<file path="src/rtl/vga_timing_if.sv">
// Raster timing bundle between the timing generator and the draw stages.
// pix_en flows into the generator; all timing signals flow out of it.
interface vga_timing_if;
  logic        pix_en;
  logic [10:0] hcount;
  logic        hsync;
  logic        hblnk;
  logic [10:0] vcount;
  logic        vsync;
  logic        vblnk;
  logic        frame_start;
  logic [15:0] frame_cnt;

  modport master (
    input  pix_en,
    output hcount, hsync, hblnk, vcount, vsync, vblnk, frame_start, frame_cnt
  );

  modport slave (
    output pix_en,
    input  hcount, hsync, hblnk, vcount, vsync, vblnk, frame_start, frame_cnt
  );
endinterface

</file>
<file path="src/rtl/vga_timing_gen.sv">
// VGA raster timing generator with pixel enable, frame-start strobe and frame counter.
// Sync/blank are decoded from the next counter value so all outputs describe the same pixel.
module vga_timing_gen #(
  parameter int H_ACTIVE = 800,
  parameter int H_FP     = 40,
  parameter int H_SYNC   = 128,
  parameter int H_BP     = 88,
  parameter int V_ACTIVE = 600,
  parameter int V_FP     = 1,
  parameter int V_SYNC   = 4,
  parameter int V_BP     = 23,
  parameter int H_POL    = 1,
  parameter int V_POL    = 1
) (
  input  logic          clk,
  input  logic          rst,
  vga_timing_if.master  vga_io
);

  localparam int H_TOTAL = H_ACTIVE + H_FP + H_SYNC + H_BP;
  localparam int V_TOTAL = V_ACTIVE + V_FP + V_SYNC + V_BP;
  localparam logic H_ACT = (H_POL != 0);
  localparam logic V_ACT = (V_POL != 0);

  generate
    if (H_TOTAL > 2048 || V_TOTAL > 2048 || H_SYNC == 0 || V_SYNC == 0) begin : g_bad_params
      $error("vga_timing_gen: totals must fit 11 bits and sync widths must be nonzero");
    end
  endgenerate

  logic [10:0] hcount_q, hcount_d;
  logic [10:0] vcount_q, vcount_d;
  logic        hsync_q, hsync_d;
  logic        hblnk_q, hblnk_d;
  logic        vsync_q, vsync_d;
  logic        vblnk_q, vblnk_d;
  logic        frame_start_q, frame_start_d;
  logic [15:0] frame_cnt_q, frame_cnt_d;
  logic        h_wrap, v_wrap;

  always_comb begin
    h_wrap   = (hcount_q == 11'(H_TOTAL - 1));
    v_wrap   = (vcount_q == 11'(V_TOTAL - 1));
    hcount_d = h_wrap ? 11'd0 : hcount_q + 11'd1;
    vcount_d = vcount_q;
    if (h_wrap) begin
      vcount_d = v_wrap ? 11'd0 : vcount_q + 11'd1;
    end
    // 12-bit compares so a boundary equal to 2048 cannot alias to zero
    hblnk_d = ({1'b0, hcount_d} >= 12'(H_ACTIVE));
    hsync_d = (({1'b0, hcount_d} >= 12'(H_ACTIVE + H_FP)) &&
               ({1'b0, hcount_d} <  12'(H_ACTIVE + H_FP + H_SYNC))) ? H_ACT : ~H_ACT;
    vblnk_d = ({1'b0, vcount_d} >= 12'(V_ACTIVE));
    vsync_d = (({1'b0, vcount_d} >= 12'(V_ACTIVE + V_FP)) &&
               ({1'b0, vcount_d} <  12'(V_ACTIVE + V_FP + V_SYNC))) ? V_ACT : ~V_ACT;
    frame_start_d = h_wrap && v_wrap;
    frame_cnt_d   = frame_start_d ? frame_cnt_q + 16'd1 : frame_cnt_q;
  end

  always_ff @(posedge clk) begin
    if (rst) begin
      hcount_q      <= '0;
      vcount_q      <= '0;
      hsync_q       <= ~H_ACT;
      hblnk_q       <= 1'b0;
      vsync_q       <= ~V_ACT;
      vblnk_q       <= 1'b0;
      frame_start_q <= 1'b0;
      frame_cnt_q   <= '0;
    end else if (vga_io.pix_en) begin
      hcount_q      <= hcount_d;
      vcount_q      <= vcount_d;
      hsync_q       <= hsync_d;
      hblnk_q       <= hblnk_d;
      vsync_q       <= vsync_d;
      vblnk_q       <= vblnk_d;
      frame_start_q <= frame_start_d;
      frame_cnt_q   <= frame_cnt_d;
    end else begin
      // Stalled pixel: hold position, but the strobe must not stretch
      frame_start_q <= 1'b0;
    end
  end

  assign vga_io.hcount      = hcount_q;
  assign vga_io.vcount      = vcount_q;
  assign vga_io.hsync       = hsync_q;
  assign vga_io.hblnk       = hblnk_q;
  assign vga_io.vsync       = vsync_q;
  assign vga_io.vblnk       = vblnk_q;
  assign vga_io.frame_start = frame_start_q;
  assign vga_io.frame_cnt   = frame_cnt_q;

endmodule

</file>
<file path="src/flat_wrapper.sv">
// flat-port wrapper written by rule: the top's interface ports become plain ports
module vga_timing_gen_flat 
#(
  parameter int H_ACTIVE = 800,
  parameter int H_FP     = 40,
  parameter int H_SYNC   = 128,
  parameter int H_BP     = 88,
  parameter int V_ACTIVE = 600,
  parameter int V_FP     = 1,
  parameter int V_SYNC   = 4,
  parameter int V_BP     = 23,
  parameter int H_POL    = 1,
  parameter int V_POL    = 1
)
  (clk, rst, vga_io_pix_en, vga_io_hcount, vga_io_hsync, vga_io_hblnk, vga_io_vcount, vga_io_vsync, vga_io_vblnk, vga_io_frame_start, vga_io_frame_cnt);
  vga_timing_if vga_io_i ();
  input  logic clk;
  input  logic rst;
  input wire logic [$bits(vga_io_i.pix_en)-1:0] vga_io_pix_en;
  output wire logic [$bits(vga_io_i.hcount)-1:0] vga_io_hcount;
  output wire logic [$bits(vga_io_i.hsync)-1:0] vga_io_hsync;
  output wire logic [$bits(vga_io_i.hblnk)-1:0] vga_io_hblnk;
  output wire logic [$bits(vga_io_i.vcount)-1:0] vga_io_vcount;
  output wire logic [$bits(vga_io_i.vsync)-1:0] vga_io_vsync;
  output wire logic [$bits(vga_io_i.vblnk)-1:0] vga_io_vblnk;
  output wire logic [$bits(vga_io_i.frame_start)-1:0] vga_io_frame_start;
  output wire logic [$bits(vga_io_i.frame_cnt)-1:0] vga_io_frame_cnt;
  assign vga_io_i.pix_en = vga_io_pix_en;
  assign vga_io_hcount = vga_io_i.hcount;
  assign vga_io_hsync = vga_io_i.hsync;
  assign vga_io_hblnk = vga_io_i.hblnk;
  assign vga_io_vcount = vga_io_i.vcount;
  assign vga_io_vsync = vga_io_i.vsync;
  assign vga_io_vblnk = vga_io_i.vblnk;
  assign vga_io_frame_start = vga_io_i.frame_start;
  assign vga_io_frame_cnt = vga_io_i.frame_cnt;
  vga_timing_gen #(.H_ACTIVE(H_ACTIVE), .H_FP(H_FP), .H_SYNC(H_SYNC), .H_BP(H_BP), .V_ACTIVE(V_ACTIVE), .V_FP(V_FP), .V_SYNC(V_SYNC), .V_BP(V_BP), .H_POL(H_POL), .V_POL(V_POL)) u_core (.clk(clk), .rst(rst), .vga_io(vga_io_i));
endmodule
</file>
<file path="config.mk">
export PLATFORM = sky130hd
export DESIGN_NAME = vga_timing_gen_flat
export DESIGN_NICKNAME = d
export VERILOG_FILES = /design/src/rtl/vga_timing_if.sv /design/src/rtl/vga_timing_gen.sv /design/src/flat_wrapper.sv
export SDC_FILE = /design/constraint.sdc
export NUM_CORES = 1
export LEC_CHECK = 0
export CORE_ASPECT_RATIO = 0.6
export CORE_MARGIN = 2
export CORE_UTILIZATION = 45
export CTS_CLUSTER_SIZE = 8
export DETAILED_ROUTE_END_ITERATION = 10
export PLACE_DENSITY_LB_ADDON = 0.3
export SLEW_MARGIN = 40
export SYNTH_ARGS = -nofsm -noshare
export SYNTH_HDL_FRONTEND = slang
export SYNTH_SLANG_ARGS = --single-unit
</file>
<file path="constraint.sdc">
create_clock -name clk -period 5.5 [get_ports clk]
set_clock_uncertainty 0.05 [all_clocks]
set_input_delay 1.65 -clock clk [delete_from_list [all_inputs] [get_ports clk]]
set_output_delay 1.65 -clock clk [all_outputs]
set_load 0.1 [all_outputs]
</file>
# After elaboration in Yosys (flattened, before gate mapping)
# Index checks and enable logic that the tools add are counted.
[totals]
output_inout_bits = 43
register_bits = 43
[classes]
magnitude_cmp = 6
bitwise_logic = 1
eq_ne = 2
mux = 5
n_addsub = 3
reduce_logical = 5
[op_table]
columns = ["op", "n"]
rows = [
  ["$ge 11x10->1 const B", 4],
  ["$mux 11", 3],
  ["$add 11x1->11 const B", 2],
  ["$lt 11x10->1 const B", 2],
  ["$add 16x1->16 const B", 1],
  ["$eq 11x10->1 const B", 1],
  ["$eq 11x11->1 const B", 1],
  ["$logic_and 1x1->1", 3],
  ["$mux 1", 2],
  ["$reduce_and 2->1", 1],
  ["$reduce_or 2->1", 1],
  ["$not 1->1", 1],
]

# Longest topological paths before layout
[depth]
ltp_word = 6
depth_mapped = 9

# Worst setup path before layout
# No wires, ideal clock.
[synth_path]
kind = "register to register"
from = "register u_core.hcount_q[1], in the netlist u_core.vga_io.hcount[1]"
to = "register u_core.vsync_q, in the netlist u_core.vga_io.vsync"
path_buffers = 0
t_arrival_ns = 3.118
path_slack_ns = 2.237
stages_incl_launch_ff = 8
path_cell_list = "dfxtp_1 > ha_1 > nand4_1 > nor3_4 > nand4_2 > xnor2_2 > or4b_1 > o41ai_2"
[synth_between]
elab_chain_len = 5
[synth_lines]
columns = ["element", "line", "text"]
rows = [
  ["from (decl)", "vga_timing_gen.sv:31", "logic [10:0] hcount_q, hcount_d;"],
  ["from (signal assigned)", "vga_timing_gen.sv:71", "hcount_q <= hcount_d;"],
  ["$eq 11x11->1 *", "vga_timing_gen.sv:42", "h_wrap = (hcount_q == 11'(H_TOTAL - 1));"],
  ["$mux 11 *", "vga_timing_gen.sv:46", "if (h_wrap) begin"],
  ["$ge 11x10->1 / $lt 11x10->1 (equally long branches)", "vga_timing_gen.sv:54, vga_timing_gen.sv:55", ""],
  ["$logic_and 1x1->1 *", "vga_timing_gen.sv:54", "vsync_d = (({1'b0, vcount_d} >= 12'(V_ACTIVE + V_FP)) &&"],
  ["$mux 1 *", "vga_timing_gen.sv:55", "({1'b0, vcount_d} < 12'(V_ACTIVE + V_FP + V_SYNC))) ? V_ACT : ~V_ACT;"],
  ["to (signal assigned)", "vga_timing_gen.sv:66", "vsync_q <= ~V_ACT;"],
  ["to (signal assigned)", "vga_timing_gen.sv:75", "vsync_q <= vsync_d;"],
  ["to (decl)", "vga_timing_gen.sv:35", "logic vsync_q, vsync_d;"],
]
# Every way passes the cells marked *; elsewhere a longest branch is shown, timed or not.
# A chain may end at the register's enable or synchronous reset.

# Worst setup path in the final report
[layout_path]
from = "input port vga_io_pix_en"
to = "register u_core.frame_cnt_q[9], in the netlist u_core.vga_io.frame_cnt[9]"
[layout_between]
elab_chain_len = 1
[layout_lines]
columns = ["element", "line", "text"]
rows = [
  ["from (decl)", "flat_wrapper.sv:19", "input wire logic [$bits(vga_io_i.pix_en)-1:0] vga_io_pix_en;"],
  ["$reduce_and 2->1 (no line)", "-", ""],
  ["to (signal assigned)", "vga_timing_gen.sv:78", "frame_cnt_q <= frame_cnt_d;"],
  ["to (decl)", "vga_timing_gen.sv:38", "logic [15:0] frame_cnt_q, frame_cnt_d;"],
]
# Every way passes these cells.

==> reports/qor.csv <==
metric;value;unit
CTS root buffer;clkbuf_8;
critical path's largest stage delay;510;ps
status;finished, final reports clean;
async set or reset register ratio after synthesis;0;%
Die Y;61.5;µm
final worst path period share;63.7;%
r2r setup slk;2380;ps
GRT Total Usage;20.6;%
largest family of logic cells by synthesized area;simple AND/OR/NAND/NOR gates;
Worst setup SP type;input port;
crit path kind;input port to flop;
Primary FF master, synth;dfxtp_1;
mux contribution to synthesized area;1.26;%
Longest Clk Path Bufs;2;
CTS clk-pin slew, worst paths;80;ps
DR pass1 iterations;4;
via count;2417;
CP max stage cell;nand4_1;
Fill cells;508;
H-Tree Depth;2;
placer congestion estimate;0.899;
Net Sw Frac;25.7;%
sw power;0.142;mW
Pint;0.408;mW
syn_area_per_cell;7.71;µm²
Detail Route Antenna Nets;0;
Num CTS Buffers;5;
syn nets;328;
largest net degree at the start of global routing;34;
die width;99.9;µm
Cell variety after synth;52;
Reg area;861;µm²
Final Util;53.8;%
Clock Latency Late Sink;290;ps
met1 usage;31.4;%
met3 Use GR;4.77;%
Max Freq;285;MHz
drt initial violations;136;
Synth Area in Compound Gates;14.1;%
setup TNS;0;ps
vias in the first global route;2095;
starting density of the core;47.9;%
first-pass GRT wire length;10100;µm
Clock Sinks;43;
num rows;20;
max-slew violation count;0;
cell area after synthesis;2480;µm²
VDD IR-drop max;101;µV
CTS Hold Bufs;0;
Gate power share;7.1;%
Final nets;355;
Post-Synth XOR/XNOR Area;9.82;%
core outline area;5180;µm²
CP max FO;33;
CTS tree;yes;
GRT overflow;0;
initial antenna violation count;0;
area of the multi-input gates;1490;µm²
Residual DRC;0;
dpl hpwl;4290;µm
Final Hold Vio Count;0;
diode count;0;
endpoints failing setup;0;
WP data arrival;3630;ps
Ys Warns;0;
DR vias/cell;5.81;
critical path cell sequence;clkdlybuf4s50_1 > buf_4 > nand4_1 > nor4_1 > xnor2_1 > nor2_1;
Synth Area in Adders;1.51;%
Placed Area;2710;µm²
aggregate routed wire length;5990;µm
P_leak;1.10;nW
Pwr Density;197;nW/µm²
sequential element share of the synthesized area;34.7;%
Seq pwr share;57.4;%
Wirelength per Cell;14.4;µm
clock share of power;35.5;%
RSZ-0062 raised after global routing;no;
max_cap viols;0;
final instance area;2790;µm²
full die area;6150;µm²
PostCTS Resize Cnt;0;
number of enable flip-flop cells after synthesis;0;
postcts setup bufs;0;
min cycle time layout;3510;ps
#FFs+latches synth;43;
Syn-to-layout area delta;12.1;%
IO buf count;45;
worst slew pin tran;680;ps
relative slew slack;54.3;%
Simple-Gate Fraction of Synth Area;33.3;%
Most Crowded Layer GR;met1;
CP Capture Type;flop;
Worst Hold Class;flop to flop;
Mapped Cells;322;
Worst Path Required;5630;ps
met2 Track Usage GR;29.4;%
layout cells sized above 1;18.0;%
num ports;46;
cell families (layout without fill, tap and decap cells):
| group | count (synthesis) | after routing |
|---|---|---|
| AOI/OAI and AO/OA | 54 | 54 |
| xor gates and xnor gates | 27 | 27 |
| adders and majority gates | 3 | 3 |
| buffers and inverters | 33 | 61 |
| DFF | 43 | 43 |
| muxes | 3 | 3 |
| and+or+nand+nor | 159 | 159 |
power groups by stage:
| stage | Clock (mW) | Sequential [mW] | Combinational [mW] |
|---|---|---|---|
| 2_1_floorplan | 0 | 0.340 | 0.0146 |
| 3_3_place_gp | 0 | 0.323 | 0.0411 |
| 3_5_place_dp | 0 | 0.323 | 0.0393 |
| 4_1_cts | 0.201 | 0.316 | 0.0394 |
| 5_1_grt | 0.215 | 0.316 | 0.0415 |
| 6_report | 0.195 | 0.316 | 0.0389 |
cells in the mapped netlist, types with 4 or more instances:
library cell	count	area share, %
clkbuf_1	24	3.6
xnor2_1	16	5.6
a21oi_1	19	3.8
o21ai_0	10	2.0
nand4_1	12	3.0
nor2_1	42	6.3
dfxtp_1	43	35
nor4_1	12	3.0
nand2_1	29	4.4
a31oi_1	4	1.0
inv_1	6	0.91
nor3_1	14	2.8
and3_1	7	1.8
xor2_1	10	3.5
nand3_1	18	3.6
nand2b_1	4	1.0
layout make-up:
type / count / share of cell area (%)
inverter: 6 / 0.809
tap: 66 / 2.96
timing repair buffer: 47 / 8.81
clock buffer: 5 / 2.47
clock inverter: 3 / 0.539
sequential: 43 / 30.9
multi-input combinational: 246 / 53.5
state kept, by name, summed over array words and instances, names as in the netlist:
register,cells
u_core.vga_io.hcount,11
u_core.vga_io.hsync,1
u_core.vga_io.vblnk,1
u_core.vga_io.vsync,1
u_core.vga_io.vcount,11
u_core.vga_io.frame_start,1
u_core.vga_io.frame_cnt,16
u_core.vga_io.hblnk,1
per-stage QoR:
stage               hold slack [ps]  power, mW  setup slack, ps  std cells
floorplan                       857      0.355             2240        322
global route                    471      0.573             1790        416
CTS                             444      0.556             1990        416
detailed placement              420      0.363             1670        408
global placement                420      0.364             1720        408
finish                          442      0.550             1990        416
final timing paths:
check | endpoint | start | cells past startpoint
max | u_core.vga_io.frame_cnt[9]$_SDFFE_PP0P_ | vga_io_pix_en | 6
min | u_core.vga_io.vsync$_SDFFE_PP0P_ | u_core.vga_io.vsync$_SDFFE_PP0P_ | 2
max reg2reg | u_core.vga_io.frame_cnt[9]$_SDFFE_PP0P_ | u_core.vga_io.hcount[5]$_SDFFE_PP0P_ | 6
min reg2reg | u_core.vga_io.vsync$_SDFFE_PP0P_ | u_core.vga_io.vsync$_SDFFE_PP0P_ | 2
routing by layer:
layer,share of wire [%],vias to the layer above
met4,0.52,0
met2,39,71
met3,6.6,4
li1,-,1208
met1,54,1134
met5,0,-
cell usage in the layout, fill, tap and decap left out, types with 2 or more instances in the layout:
| cell type | netlist | routed |
|---|---|---|
| buf_2 | 1 | 44 |
| dfxtp_1 | 43 | 43 |
| nor2_1 | 42 | 42 |
| nand2_1 | 29 | 29 |
| a21oi_1 | 19 | 19 |
| nand3_1 | 18 | 18 |
| xnor2_1 | 16 | 16 |
| nor3_1 | 14 | 14 |
| nand4_1 | 12 | 12 |
| nor4_1 | 12 | 12 |
| o21ai_0 | 10 | 10 |
| xor2_1 | 10 | 10 |
| and3_1 | 7 | 7 |
| inv_1 | 6 | 6 |
| clkbuf_8 | 0 | 5 |
| nand2b_1 | 4 | 4 |
| a31oi_1 | 4 | 4 |
| or3_1 | 3 | 3 |
| and4_1 | 3 | 3 |
| a311oi_1 | 3 | 3 |
| nand4b_1 | 3 | 3 |
| o211ai_1 | 3 | 3 |
| ha_1 | 3 | 3 |
| clkinv_2 | 0 | 3 |
| nand3b_1 | 2 | 2 |
| mux2i_1 | 2 | 2 |
| a211oi_1 | 2 | 2 |
| a21o_1 | 2 | 2 |
| buf_4 | 0 | 2 |
worst max-delay path, delay by kind of cell:
family / cells / cell delay, ps
simple gates: 3 / 1060
xor+xnor: 1 / 170
buf+inv: 2 / 740
Power figures use the tool's default switching activity.
